--- config.mk ---
export PLATFORM = sky130hd
export DESIGN_NAME = branch_ctrl_flat
export DESIGN_NICKNAME = d
export VERILOG_FILES = /design/src/rtl/branch_pkg.sv /design/src/rtl/branch_ctrl_if.sv /design/src/rtl/ret_stack.sv /design/src/rtl/branch_ctrl.sv /design/src/flat_wrapper.sv
export SDC_FILE = /design/constraint.sdc
export NUM_CORES = 1
export LEC_CHECK = 0
export ABC_AREA = 1
export CORE_MARGIN = 5
export CORE_UTILIZATION = 59
export CTS_BUF_LIST = sky130_fd_sc_hd__clkbuf_8
export DETAILED_ROUTE_END_ITERATION = 8
export PLACE_DENSITY = 0.86
export SYNTH_ARGS = -nofsm -noshare
export SYNTH_HDL_FRONTEND = slang
export SYNTH_SLANG_ARGS = --single-unit
--- constraint.sdc ---
create_clock -name clk -period 7.2 [get_ports clk]
set_clock_uncertainty 0.2 [all_clocks]
set_input_delay 0.72 -clock clk [delete_from_list [all_inputs] [get_ports clk]]
set_output_delay 0.72 -clock clk [all_outputs]
set_load 0.05 [all_outputs]
--- src/rtl/branch_pkg.sv ---
// Shared types and constants for the branch controller: opcodes, target LUT, default stack depth.
package branch_pkg;

    typedef enum logic [2:0] {
        OpNone = 3'd0,
        OpJmp  = 3'd1,
        OpBeq  = 3'd2,
        OpBne  = 3'd3,
        OpBlt  = 3'd4,
        OpCall = 3'd5,
        OpRet  = 3'd6
    } br_op_t;

    localparam int unsigned DefaultDepth = 4;
    localparam int unsigned LutSize      = 16;

    // Read-only branch-target table, entry i holds 16*i.
    localparam int unsigned BrLut [LutSize] = '{
        0, 16, 32, 48, 64, 80, 96, 112, 128, 144, 160, 176, 192, 208, 224, 240
    };

endpackage

--- src/rtl/branch_ctrl_if.sv ---
// Bundle between the PC/ALU stages (master) and the branch controller (slave).
interface branch_ctrl_if
    import branch_pkg::*;
#(
    parameter int unsigned D     = 8,
    parameter int unsigned DEPTH = DefaultDepth
) ();

    br_op_t                 br_op;
    logic [3:0]             lut_idx;
    logic [D-1:0]           prog_ctr;
    logic                   flag_we;
    logic                   alu_zero;
    logic                   alu_neg;
    logic                   branch;
    logic [D-1:0]           target;
    logic [$clog2(DEPTH):0] stack_depth;
    logic                   err;

    modport master (
        output br_op, lut_idx, prog_ctr, flag_we, alu_zero, alu_neg,
        input  branch, target, stack_depth, err
    );

    modport slave (
        input  br_op, lut_idx, prog_ctr, flag_we, alu_zero, alu_neg,
        output branch, target, stack_depth, err
    );

endinterface

--- src/rtl/ret_stack.sv ---
// LIFO return-address stack; push/pop are ignored when full/empty respectively.
module ret_stack #(
    parameter int unsigned D     = 8,
    parameter int unsigned DEPTH = 4
) (
    input  logic                   clk,
    input  logic                   reset,
    input  logic                   push_i,
    input  logic                   pop_i,
    input  logic [D-1:0]           data_i,
    output logic [D-1:0]           top_o,
    output logic [$clog2(DEPTH):0] depth_o,
    output logic                   full_o,
    output logic                   empty_o
);

    localparam int unsigned AW       = $clog2(DEPTH);
    localparam logic [AW:0] DepthOne = (AW + 1)'(1);
    localparam logic [AW:0] DepthMax = (AW + 1)'(DEPTH);

    logic [D-1:0] mem_q [DEPTH];
    logic [AW:0]  depth_q, depth_d, top_ptr;
    logic         do_push, do_pop;

    assign full_o  = (depth_q == DepthMax);
    assign empty_o = (depth_q == '0);
    assign do_push = push_i & ~full_o;
    assign do_pop  = pop_i & ~empty_o;
    assign top_ptr = depth_q - DepthOne;
    assign top_o   = mem_q[top_ptr[AW-1:0]];
    assign depth_o = depth_q;

    always_comb begin
        depth_d = depth_q;
        if (do_push) begin
            depth_d = depth_q + DepthOne;
        end else if (do_pop) begin
            depth_d = depth_q - DepthOne;
        end
    end

    always_ff @(posedge clk) begin
        if (reset) begin
            depth_q <= '0;
        end else begin
            depth_q <= depth_d;
        end
    end

    // Contents are left stale on reset; depth alone defines validity.
    always_ff @(posedge clk) begin
        if (do_push && !reset) begin
            mem_q[depth_q[AW-1:0]] <= data_i;
        end
    end

endmodule

--- src/rtl/branch_ctrl.sv ---
// Branch decision unit: combinational branch/target from opcode, LUT, latched flags and
// return stack; sticky err flags stack overflow/underflow.
module branch_ctrl
    import branch_pkg::*;
#(
    parameter int unsigned D     = 8,
    parameter int unsigned DEPTH = DefaultDepth
) (
    input logic          clk,
    input logic          reset,
    branch_ctrl_if.slave bus
);

    logic                   z_q, n_q, err_q, err_d;
    logic                   branch, push, pop, full, empty;
    logic [D-1:0]           target, lut_tgt, top, ret_addr;
    logic [$clog2(DEPTH):0] depth;

    assign lut_tgt  = D'(BrLut[bus.lut_idx]);
    assign ret_addr = bus.prog_ctr + D'(1);

    always_comb begin
        branch = 1'b0;
        target = '0;
        push   = 1'b0;
        pop    = 1'b0;
        err_d  = err_q;
        if (!reset) begin
            case (bus.br_op)
                OpJmp: begin
                    branch = 1'b1;
                    target = lut_tgt;
                end
                OpBeq: begin
                    branch = z_q;
                    target = lut_tgt;
                end
                OpBne: begin
                    branch = ~z_q;
                    target = lut_tgt;
                end
                OpBlt: begin
                    branch = n_q;
                    target = lut_tgt;
                end
                OpCall: begin
                    if (!full) begin
                        branch = 1'b1;
                        target = lut_tgt;
                        push   = 1'b1;
                    end else begin
                        err_d = 1'b1;
                    end
                end
                OpRet: begin
                    if (!empty) begin
                        branch = 1'b1;
                        target = top;
                        pop    = 1'b1;
                    end else begin
                        err_d = 1'b1;
                    end
                end
                default: ;
            endcase
        end
    end

    always_ff @(posedge clk) begin
        if (reset) begin
            z_q   <= 1'b0;
            n_q   <= 1'b0;
            err_q <= 1'b0;
        end else begin
            if (bus.flag_we) begin
                z_q <= bus.alu_zero;
                n_q <= bus.alu_neg;
            end
            err_q <= err_d;
        end
    end

    ret_stack #(
        .D     (D),
        .DEPTH (DEPTH)
    ) u_ret_stack (
        .clk     (clk),
        .reset   (reset),
        .push_i  (push),
        .pop_i   (pop),
        .data_i  (ret_addr),
        .top_o   (top),
        .depth_o (depth),
        .full_o  (full),
        .empty_o (empty)
    );

    assign bus.branch      = branch;
    assign bus.target      = target;
    assign bus.stack_depth = depth;
    assign bus.err         = err_q;

endmodule

--- src/flat_wrapper.sv ---
// flat-port wrapper written by rule: the top's interface ports become plain ports
module branch_ctrl_flat import branch_pkg::*;
#(
    parameter int unsigned D     = 8,
    parameter int unsigned DEPTH = DefaultDepth
)
  (clk, reset, bus_br_op, bus_lut_idx, bus_prog_ctr, bus_flag_we, bus_alu_zero, bus_alu_neg, bus_branch, bus_target, bus_stack_depth, bus_err);
  branch_ctrl_if #(.D(D), .DEPTH(DEPTH)) bus_i ();
  input logic clk;
  input logic reset;
  input wire logic [$bits(bus_i.br_op)-1:0] bus_br_op;
  input wire logic [$bits(bus_i.lut_idx)-1:0] bus_lut_idx;
  input wire logic [$bits(bus_i.prog_ctr)-1:0] bus_prog_ctr;
  input wire logic [$bits(bus_i.flag_we)-1:0] bus_flag_we;
  input wire logic [$bits(bus_i.alu_zero)-1:0] bus_alu_zero;
  input wire logic [$bits(bus_i.alu_neg)-1:0] bus_alu_neg;
  output wire logic [$bits(bus_i.branch)-1:0] bus_branch;
  output wire logic [$bits(bus_i.target)-1:0] bus_target;
  output wire logic [$bits(bus_i.stack_depth)-1:0] bus_stack_depth;
  output wire logic [$bits(bus_i.err)-1:0] bus_err;
  assign bus_i.br_op = bus_br_op;
  assign bus_i.lut_idx = bus_lut_idx;
  assign bus_i.prog_ctr = bus_prog_ctr;
  assign bus_i.flag_we = bus_flag_we;
  assign bus_i.alu_zero = bus_alu_zero;
  assign bus_i.alu_neg = bus_alu_neg;
  assign bus_branch = bus_i.branch;
  assign bus_target = bus_i.target;
  assign bus_stack_depth = bus_i.stack_depth;
  assign bus_err = bus_i.err;
  branch_ctrl #(.D(D), .DEPTH(DEPTH)) u_core (.clk(clk), .reset(reset), .bus(bus_i));
endmodule
==> results.txt, run 1 <==
----------------------------------------------------
[Run status]
  Run status ... completed

[Placement]
  Pre-CTS WS ... 3.41 ns
  Post-detailed-placement half-perimeter wirelength ... 2930 µm
  Routability-driven placement congestion ratio ... 0.770
  Total of buffers placed on input and output ports ... 32
  Dpl cell area ... 0.00236 mm²

[Cells and area]
  Commonest non-fill, non-tap cells in the layout ... 51 x nand2_1, 39 x inv_1, 32 x clkdlybuf4s50_1, 32 x edfxtp_1
  Area taken by multi-input logic gates ... 741 µm²
  Area growth, synth to finish ... 21.1%
  Register area ... 0.00108 mm²
  Ratio of cells with drive above 1 in the final layout ... 0.0755
  Commonest non-fill, non-tap cell in the layout ... nand2_1
  Filler cells ... 248
  Antenna diode count ... 0
  Final instance area ... 0.00245 mm²
  Total Nets Final ... 290

[Logic synthesis]
  Number of synthesized flops with an enable pin ... 32
  Most common flop cell mapped by yosys ... edfxtp_1
  Share of the synthesized area in the top cell type ... 0.474
  Cell type with the largest total area after synthesis ... edfxtp_1
  Post-synthesis cell area ... 0.00203 mm²
  Number of unique standard cell types used by synthesis ... 25
  Avg Synthesized Cell Area ... 8.81 µm²
  Top area cells in the synthesized netlist ... edfxtp_1 47%, nand2_1 9.5%, inv_1 7.2%
  Post-Syn Nets ... 256
  Yosys warns ... 0
  Gate Count Post-Synth ... 230
  Proportion of synthesized chip area in sequential cells ... 0.534
  Proportion of synthesized flip-flops having asynchronous set or reset ... 0
  Register bit total from synthesis ... 38

[Timing]
  Hold Slack ... 0.255 ns
  Setup violators final ... 0
  Number of slew-limit violations in the final report ... 0
  Unrepaired setup endpoints after global routing ... no
  Final count of hold timing violations ... 0
  Max transition margin ... 0.427
  Top achievable clock speed ... 242 MHz
  Period minus WS final ... 4.13 ns
  Worst Setup Slack, final ... 3.07 ns
  Final clock period utilization by the worst path ... 0.574
  Setup tns final ... 0 ns
  Slew @ Worst Pin ... 0.857 ns

[Hold path]
  Kind of path behind the tightest hold check ... register to register

[Routing]
  Detail Route Antenna Nets ... 0
  Number of DRC markers after the initial detailed-route iteration ... 78
  Number of remaining DRC errors ... 0
  Drt via density ... 4.94
  WL per Instance ... 12.6 µm
  Detailed Routing Iterations Pass 1 ... 5
  Sum of routed wire length over all layers ... 3920 µm
  Via count ... 1536

[Die]
  Area of the die ... 0.00471 mm²
  Height of the die ... 68.6 µm
  Placeable core region ... 0.00334 mm²
  Width of the die ... 68.6 µm
  I/O pins ... 33
  Standard-cell row count ... 21
  Starting density of the core ... 0.607

[Critical path]
  Startpoint kind of the worst setup timing path ... register
  Slowest cell on the critical path ... clkdlybuf4s50_1
  Arrival @ worst endpoint ... 3.21 ns
  Worst setup path category ... register to output port
  Kind of capture point of the worst setup path ... output port
  Dominant cell type by count on the critical path ... inv_1
  Worst-path fanout max ... 21
  Crit path required time ... 6.28 ns
  Cell chain of the critical path ... inv_4, ha_1, inv_1, o21ai_0, o22ai_1, nand2_1, inv_1, clkdlybuf4s50_1
  Critical Path Max Stage Delay ... 0.79 ns

[Clocking]
  Clock Tree Root ... clkbuf_8
  Post-CTS Hold Fix Bufs ... 0
  Clock insertion delay at the later pin of the skew report ... 0.29 ns
  Clock tree buffer depth ... 2
  Clock transition at the registers of the reported paths ... 0.08 ns
  Number of setup buffers added after CTS ... 0
  Number of buffers created by CTS ... 5
  Clock Sink Count ... 38
  CTS tree ... done
  Number of gates given a new drive strength after cts ... 0
  Deepest level of the CTS H-tree ... 2

[GRT]
  Antenna violations before repair ... 0
  Pin count of the biggest net entering global routing ... 22
  Wire length of the first global-routing pass ... 6710 µm
  Via count of the first global-routing pass ... 1479
  Global-route usage over all layers ... 0.196
  Total grt overflow ... 0

[Power]
  P per Cell Area ... 197 mW/mm²
  VDD IR-drop max ... 159 µV
  Reported leakage power ... 1.06 nW

[Job]
  Max_cap viols ... 0

----------------------------------------------------
[layer usage]
metal  track usage  share of wire
met1         0.240           0.42
met2         0.335           0.48
met3        0.0405          0.074
met4        0.0819          0.019
met5             0              0
[cell usage after synthesis, types with 2 or more instances]
library cell	number
a21oi_1	3
buf_4	3
dfxtp_1	6
edfxtp_1	32
ha_1	6
inv_1	39
inv_2	2
nand2_1	51
nand2_2	2
nand3_1	25
nand3_2	2
nand4_1	2
nor2_1	25
nor2_4	4
o21ai_0	9
o21ai_1	3
o22ai_1	4
xnor2_1	3
xor2_1	3
[metrics by stage]
stage          power [mW]  cells   util
2_1_floorplan       0.315    230      -
3_3_place_gp        0.343    303  0.709
3_5_place_dp        0.345    303  0.709
4_1_cts             0.487    311  0.735
5_1_grt             0.510    311  0.735
6_report            0.485    311  0.735
[path summary, 6_finish.rpt]
kind         slack [ns]                                        from                                  endpoint  cells after the start
min reg2reg        0.25                 u_core.bus.err$_SDFFE_PP0P_               u_core.bus.err$_SDFFE_PP0P_                      2
min                0.25                 u_core.bus.err$_SDFFE_PP0P_               u_core.bus.err$_SDFFE_PP0P_                      2
max                3.07  u_core.u_ret_stack.depth_o[0]$_SDFFE_PP0P_                             bus_target[0]                      8
max reg2reg        4.18  u_core.u_ret_stack.depth_o[0]$_SDFFE_PP0P_  u_core.u_ret_stack.mem_q[3][4]$_DFFE_PP_                      7
[kinds of logic (layout without fill, tap and decap cells)]
group | count (synthesis) | after routing | share of synthesized area
and+or+nand+nor | 113 | 113 | 0.253
adders and majority gates | 6 | 6 | 0.0371
AOI/OAI and AO/OA | 19 | 19 | 0.0494
buffers and inverters | 48 | 83 | 0.101
DFF | 38 | 38 | 0.534
xor gates and xnor gates | 6 | 6 | 0.0259
[power breakdown]
part	total, mW	internal, mW	switching (mW)
Combinational	0.0915	0.0349	0.0566
Clock	0.144	0.0680	0.0761
Sequential	0.249	0.244	0.00520
[area by class of cell]
class / count / share of cell area
multi-input combinational: 144 / 0.302
clock buffer: 5 / 0.0280
timing repair buffer: 32 / 0.131
sequential: 38 / 0.441
clock inverter: 3 / 0.00816
inverter: 43 / 0.0673
tap: 46 / 0.0235
[critical path, delay by kind of cell (launching register included)]
family	cells	cell delay [ns]
flops	1	0.76
buf+inv	4	1.33
fa+ha+maj	1	0.47
simple gates	1	0.08
compound gates	2	0.28
[registers in the layout, indices dropped and copies added (netlist names)]
signal                      cells
u_core.u_ret_stack.depth_o      3
u_core.z_q                      1
u_core.u_ret_stack.mem_q       32
u_core.bus.err                  1
u_core.n_q                      1
Power figures use the tool's default switching activity.
==> run 2: changes to the inputs <==
--- a/config.mk
+++ b/config.mk
@@ -7,10 +7,10 @@
 export LEC_CHECK = 0
 export ABC_AREA = 1
 export CORE_MARGIN = 5
-export CORE_UTILIZATION = 59
+export CORE_UTILIZATION = 50
 export CTS_BUF_LIST = sky130_fd_sc_hd__clkbuf_8
 export DETAILED_ROUTE_END_ITERATION = 8
-export PLACE_DENSITY = 0.86
+export PLACE_DENSITY = 0.77
 export SYNTH_ARGS = -nofsm -noshare
 export SYNTH_HDL_FRONTEND = slang
 export SYNTH_SLANG_ARGS = --single-unit
==> constraint.sdc (replaced) <==
create_clock -name clk -period 3.67 [get_ports clk]
set_clock_uncertainty 0.2 [all_clocks]
set_input_delay 0.367 -clock clk [delete_from_list [all_inputs] [get_ports clk]]
set_output_delay 0.367 -clock clk [all_outputs]
set_load 0.05 [all_outputs]
==> results.txt, run 2 (synthesis results as in run 1) <==
----------------------------------------------------
[Power]
  P per Cell Area ... 381 mW/mm²
  Reported leakage power ... 1.07 nW
  Final Power ... 940 µW
  VDD IR-drop max ... 236 µV

[Placement]
  Pre-CTS WS ... 0.694 ns
  Routability-driven placement congestion ratio ... 0.828
  Post-detailed-placement half-perimeter wirelength ... 3010 µm
  Total of buffers placed on input and output ports ... 32

[Die]
  Height of the die ... 73.7 µm
  I/O pins ... 33
  Placeable core region ... 0.00397 mm²
  Standard-cell row count ... 23
  Area of the die ... 0.00542 mm²
  Starting density of the core ... 0.510
  Width of the die ... 73.7 µm

[Cells and area]
  Commonest non-fill, non-tap cells in the layout ... 51 x nand2_1, 39 x inv_1, 32 x clkdlybuf4s50_1, 32 x edfxtp_1
  Filler cells ... 347
  Final core utilization ... 0.622
  Commonest non-fill, non-tap cell in the layout ... nand2_1
  Ratio of cells with drive above 1 in the final layout ... 0.0824
  Antenna diode count ... 0
  Total Nets Final ... 292
  Max FFs per register ... 32
  Area growth, synth to finish ... 21.9%

[Timing]
  Setup violators final ... 0
  Final clock period utilization by the worst path ... 0.883
  Worst Setup Slack, final ... 0.431 ns
  Slew @ Worst Pin ... 0.866 ns
  Unrepaired setup endpoints after global routing ... no
  Max transition margin ... 0.421
  Setup tns final ... 0 ns
  Final count of hold timing violations ... 0
  Hold Slack ... 0.254 ns
  Period minus WS final ... 3.24 ns
  Number of slew-limit violations in the final report ... 0
  Top achievable clock speed ... 309 MHz

[Routing]
  Sum of routed wire length over all layers ... 4020 µm
  Via count ... 1585
  Detail Route Antenna Nets ... 0
  Top routing layer in use ... met4
  Metal-1 WL ... 1730 µm
  Met2 wire length ... 1970 µm
  Detailed route wirelength on metal3 ... 277 µm
  Number of remaining DRC errors ... 0
  WL per Instance ... 12.7 µm
  Number of DRC markers after the initial detailed-route iteration ... 68
  Drt via density ... 5.00
  Detailed Routing Iterations Pass 1 ... 4

[Clocking]
  Clock Tree Root ... clkbuf_8
  Deepest level of the CTS H-tree ... 2
  CTS tree ... done
  Number of gates given a new drive strength after cts ... 0
  Clock Sink Count ... 38
  Clock tree buffer depth ... 2
  Number of buffers created by CTS ... 5
  Number of setup buffers added after CTS ... 0
  Post-CTS Hold Fix Bufs ... 0
  Clock insertion delay at the later pin of the skew report ... 0.28 ns
  Clock transition at the registers of the reported paths ... 0.08 ns

[GRT]
  Global-route usage over all layers ... 0.156
  Via count of the first global-routing pass ... 1469
  Antenna violations before repair ... 0
  Total grt overflow ... 0
  Pin count of the biggest net entering global routing ... 22
  Wire length of the first global-routing pass ... 6400 µm

[Critical path]
  Startpoint kind of the worst setup timing path ... register
  Arrival @ worst endpoint ... 2.67 ns
  Kind of capture point of the worst setup path ... output port
  Crit path required time ... 3.10 ns
  Worst setup path category ... register to output port
  Worst-path fanout max ... 21

[Run status]
  Run status ... completed

[Job]
  Max_cap viols ... 0

[Hold path]
  Kind of path behind the tightest hold check ... register to register

----------------------------------------------------
run 2: final cells by class:
class | instances | area, µm² | area share
repair buffers | 34 | 335 | 0.136
clock buffers | 5 | 68.8 | 0.0279
flip-flops and latches | 38 | 1080 | 0.438
multi-input cells | 144 | 741 | 0.300
well taps | 50 | 62.6 | 0.0253
clock inverters | 3 | 16.3 | 0.00659
inverters | 43 | 165 | 0.0669
run 2: final timing paths:
kind | start | to | slack, ns | cells past startpoint
worst max-delay path | u_core.u_ret_stack.depth_o[0]$_SDFFE_PP0P_ | bus_target[4] | 0.43 | 10
worst min-delay path | u_core.bus.err$_SDFFE_PP0P_ | u_core.bus.err$_SDFFE_PP0P_ | 0.25 | 2
worst max register to register | u_core.u_ret_stack.depth_o[0]$_SDFFE_PP0P_ | u_core.u_ret_stack.mem_q[1][3]$_DFFE_PP_ | 1.17 | 7
worst min register to register | u_core.bus.err$_SDFFE_PP0P_ | u_core.bus.err$_SDFFE_PP0P_ | 0.25 | 2
run 2: metal layers:
layer,vias up,global-route usage
met5,-,0
met4,0,0.0563
met3,5,0.0342
met2,47,0.279
met1,727,0.183
li1,806,-
run 2: stage by stage:
step	area [µm²]	instances
global placement	2380	309
finish	2470	317
detailed placement	2380	309
global route	2470	317
CTS	2470	317
floorplan	2030	230
run 2: report_power, final:
group,switching (mW),leakage [nW],internal [mW]
clock network,0.140,0.0416,0.130
registers,0.00630,0.338,0.478
logic,0.115,0.695,0.0702
total,0.262,1.07,0.678
run 2: critical path, cell delays in order (launching register included):
cell and delay, ns:
dfxtp_1 0.38, inv_4 0.11, ha_1 0.43, inv_1 0.25
nand3_1 0.12, nand2_1 0.08, nand2_1 0.05, nand3_1 0.07
nand2_1 0.05, inv_1 0.06, clkdlybuf4s50_1 0.79
==> run 3: changes to the inputs <==
--- a/config.mk
+++ b/config.mk
@@ -7,10 +7,11 @@
 export LEC_CHECK = 0
 export ABC_AREA = 1
 export CORE_MARGIN = 5
-export CORE_UTILIZATION = 50
+export CORE_UTILIZATION = 55
 export CTS_BUF_LIST = sky130_fd_sc_hd__clkbuf_8
+export CTS_CLUSTER_SIZE = 14
 export DETAILED_ROUTE_END_ITERATION = 8
-export PLACE_DENSITY = 0.77
+export PLACE_DENSITY = 0.81
 export SYNTH_ARGS = -nofsm -noshare
 export SYNTH_HDL_FRONTEND = slang
 export SYNTH_SLANG_ARGS = --single-unit
==> constraint.sdc (replaced) <==
create_clock -name clk -period 3.55 [get_ports clk]
set_clock_uncertainty 0.2 [all_clocks]
set_input_delay 0.355 -clock clk [delete_from_list [all_inputs] [get_ports clk]]
set_output_delay 0.355 -clock clk [all_outputs]
set_load 0.05 [all_outputs]
==> results.txt, run 3 (synthesis results as in run 1) <==
----------------------------------------------------
[Run status]
  Run status ... completed

[Critical path]
  Combined buffer and inverter count along the critical path ... 3
  Worst setup path category ... register to output port
  Arrival @ worst endpoint ... 2.42 ns
  Startpoint kind of the worst setup timing path ... register
  Slowest cell on the critical path ... clkdlybuf4s50_1
  Kind of capture point of the worst setup path ... output port
  Crit path required time ... 2.99 ns
  Worst-path fanout max ... 21
  Cell chain of the critical path ... inv_4, ha_1, nand2_2, clkinv_2, nor2_4, nor2_4, a21oi_1, clkdlybuf4s50_1
  Dominant cell type by count on the critical path ... nor2_4
  Critical Path Max Stage Delay ... 0.81 ns
  Kind of cell adding the most delay to the critical path ... buffers and inverters

[Power]
  Switching share of power ... 0.264
  VDD IR-drop max ... 326 µV
  Relative contribution of sequential cells to total power ... 0.514
  Switching power ... 257 µW
  Internal power consumption ... 718 µW
  Clock network fraction of total power ... 0.289
  Comb pwr share ... 0.197
  P per Cell Area ... 397 mW/mm²
  Reported leakage power ... 1.11 nW

[Clocking]
  Clock transition at the registers of the reported paths ... 0.06 ns
  Post-CTS Hold Fix Bufs ... 0
  Clock Sink Count ... 38
  Number of buffers created by CTS ... 5
  Clock tree buffer depth ... 2
  CTS tree ... done
  Deepest level of the CTS H-tree ... 2
  Number of gates given a new drive strength after cts ... 0
  Clock insertion delay at the later pin of the skew report ... 0.28 ns
  Number of setup buffers added after CTS ... 0
  Clock Tree Root ... clkbuf_8

[Die]
  Width of the die ... 70.7 µm
  Starting density of the core ... 0.562
  Placeable core region ... 0.00361 mm²
  Standard-cell row count ... 22
  Height of the die ... 70.7 µm
  I/O pins ... 33
  Area of the die ... 0.00500 mm²

[Timing]
  Final clock period utilization by the worst path ... 0.838
  Setup violators final ... 0
  Slew @ Worst Pin ... 0.795 ns
  Top achievable clock speed ... 336 MHz
  Final count of hold timing violations ... 0
  Period minus WS final ... 2.97 ns
  Unrepaired setup endpoints after global routing ... no
  Number of slew-limit violations in the final report ... 0
  Setup tns final ... 0 ns
  Max transition margin ... 0.468

[Cells and area]
  Antenna diode count ... 0
  Area taken by multi-input logic gates ... 741 µm²
  Filler cells ... 307
  Max FFs per register ... 32
  Register area ... 0.00108 mm²
  Finished Layout Cells ... 316
  Final instance area ... 0.00246 mm²
  Ratio of cells with drive above 1 in the final layout ... 0.112
  Commonest non-fill, non-tap cell in the layout ... nand2_1
  Commonest non-fill, non-tap cells in the layout ... 51 x nand2_1, 41 x inv_1, 32 x edfxtp_1
  Total Nets Final ... 293
  Area growth, synth to finish ... 21.4%

[Routing]
  Detail Route Antenna Nets ... 0
  Number of DRC markers after the initial detailed-route iteration ... 48
  Drt via density ... 4.94
  WL per Instance ... 12.1 µm
  Number of remaining DRC errors ... 0
  Sum of routed wire length over all layers ... 3820 µm
  Detailed Routing Iterations Pass 1 ... 6
  Via count ... 1561

[Placement]
  Dpl cell area ... 0.00237 mm²
  Total of buffers placed on input and output ports ... 32
  Cells after DPL ... 308
  Routability-driven placement congestion ratio ... 0.827
  Post-detailed-placement half-perimeter wirelength ... 2760 µm

[GRT]
  Wire length of the first global-routing pass ... 6390 µm
  Via count of the first global-routing pass ... 1466
  Pin count of the biggest net entering global routing ... 22
  Total grt overflow ... 0
  Antenna violations before repair ... 0
  Global-route usage over all layers ... 0.166

[Hold path]
  Kind of path behind the tightest hold check ... register to register

[Job]
  Max_cap viols ... 0

----------------------------------------------------
[run 3: cell types whose count changed in the layout (fill, tap and decap cells not counted)]
cell             previous run  this run
clkinv_1                    1         0
clkinvlp_4                  1         0
buf_4                       2        11
clkbuf_8                    5         6
clkinv_2                    2         1
clkdlybuf4s50_1            32        24
inv_1                      39        41
[run 3: cell type report]
class                           count  area share
Clock buffer                        6      0.0336
Timing Repair Buffer               35       0.131
Sequential cell                    38       0.439
Inverter                           43      0.0671
Tap cell                           48      0.0244
Multi-Input combinational cell    144       0.301
Clock inverter                      2     0.00305
[run 3: per-layer routing]
metal / global-route usage / up-vias / wire length (µm)
li1: - / 808 / -
met1: 0.184 / 697 / 1600
met2: 0.282 / 48 / 1820
met3: 0.0440 / 8 / 302
met4: 0.100 / 0 / 99
met5: 0 / - / 0
[run 3: worst reg2reg max path, delay by kind of cell (launching register included)]
| family | cells | cell delay (ns) |
|---|---|---|
| AND/OR/NAND/NOR | 4 | 1.03 |
| adder cells (fa/ha/maj) | 1 | 0.25 |
| flip-flops | 1 | 0.37 |
| buffers and inverters | 2 | 0.21 |
[run 3: final timing paths]
kind	from	slack, ns	to	depth (start not counted)
hold / removal	u_core.bus.err$_SDFFE_PP0P_	0.25	u_core.bus.err$_SDFFE_PP0P_	2
setup / recovery	u_core.u_ret_stack.depth_o[0]$_SDFFE_PP0P_	0.58	bus_branch	8
hold reg to reg	u_core.bus.err$_SDFFE_PP0P_	0.25	u_core.bus.err$_SDFFE_PP0P_	2
setup reg to reg	u_core.u_ret_stack.depth_o[0]$_SDFFE_PP0P_	1.13	u_core.u_ret_stack.mem_q[2][7]$_DFFE_PP_	7
[run 3: through the flow]
step | utilization | setup WS [ns] | hold slack [ns] | total power [mW]
final | 0.682 | 0.577 | 0.250 | 0.975
after global routing | 0.682 | 0.470 | 0.296 | 1.02
after CTS | 0.682 | 0.555 | 0.253 | 0.983
after detailed placement | 0.657 | 0.690 | 0.243 | 0.704
after global placement | 0.657 | 0.715 | 0.246 | 0.701
after floorplan | - | 0.450 | 0.224 | 0.639
[run 3: power groups by stage]
stage          Combinational, mW  Clock [mW]  Sequential [mW]
4_1_cts                    0.194       0.288            0.501
3_3_place_gp               0.190           0            0.511
2_1_floorplan              0.116           0            0.523
5_1_grt                    0.214       0.309            0.502
6_report                   0.192       0.282            0.501
3_5_place_dp               0.193           0            0.511
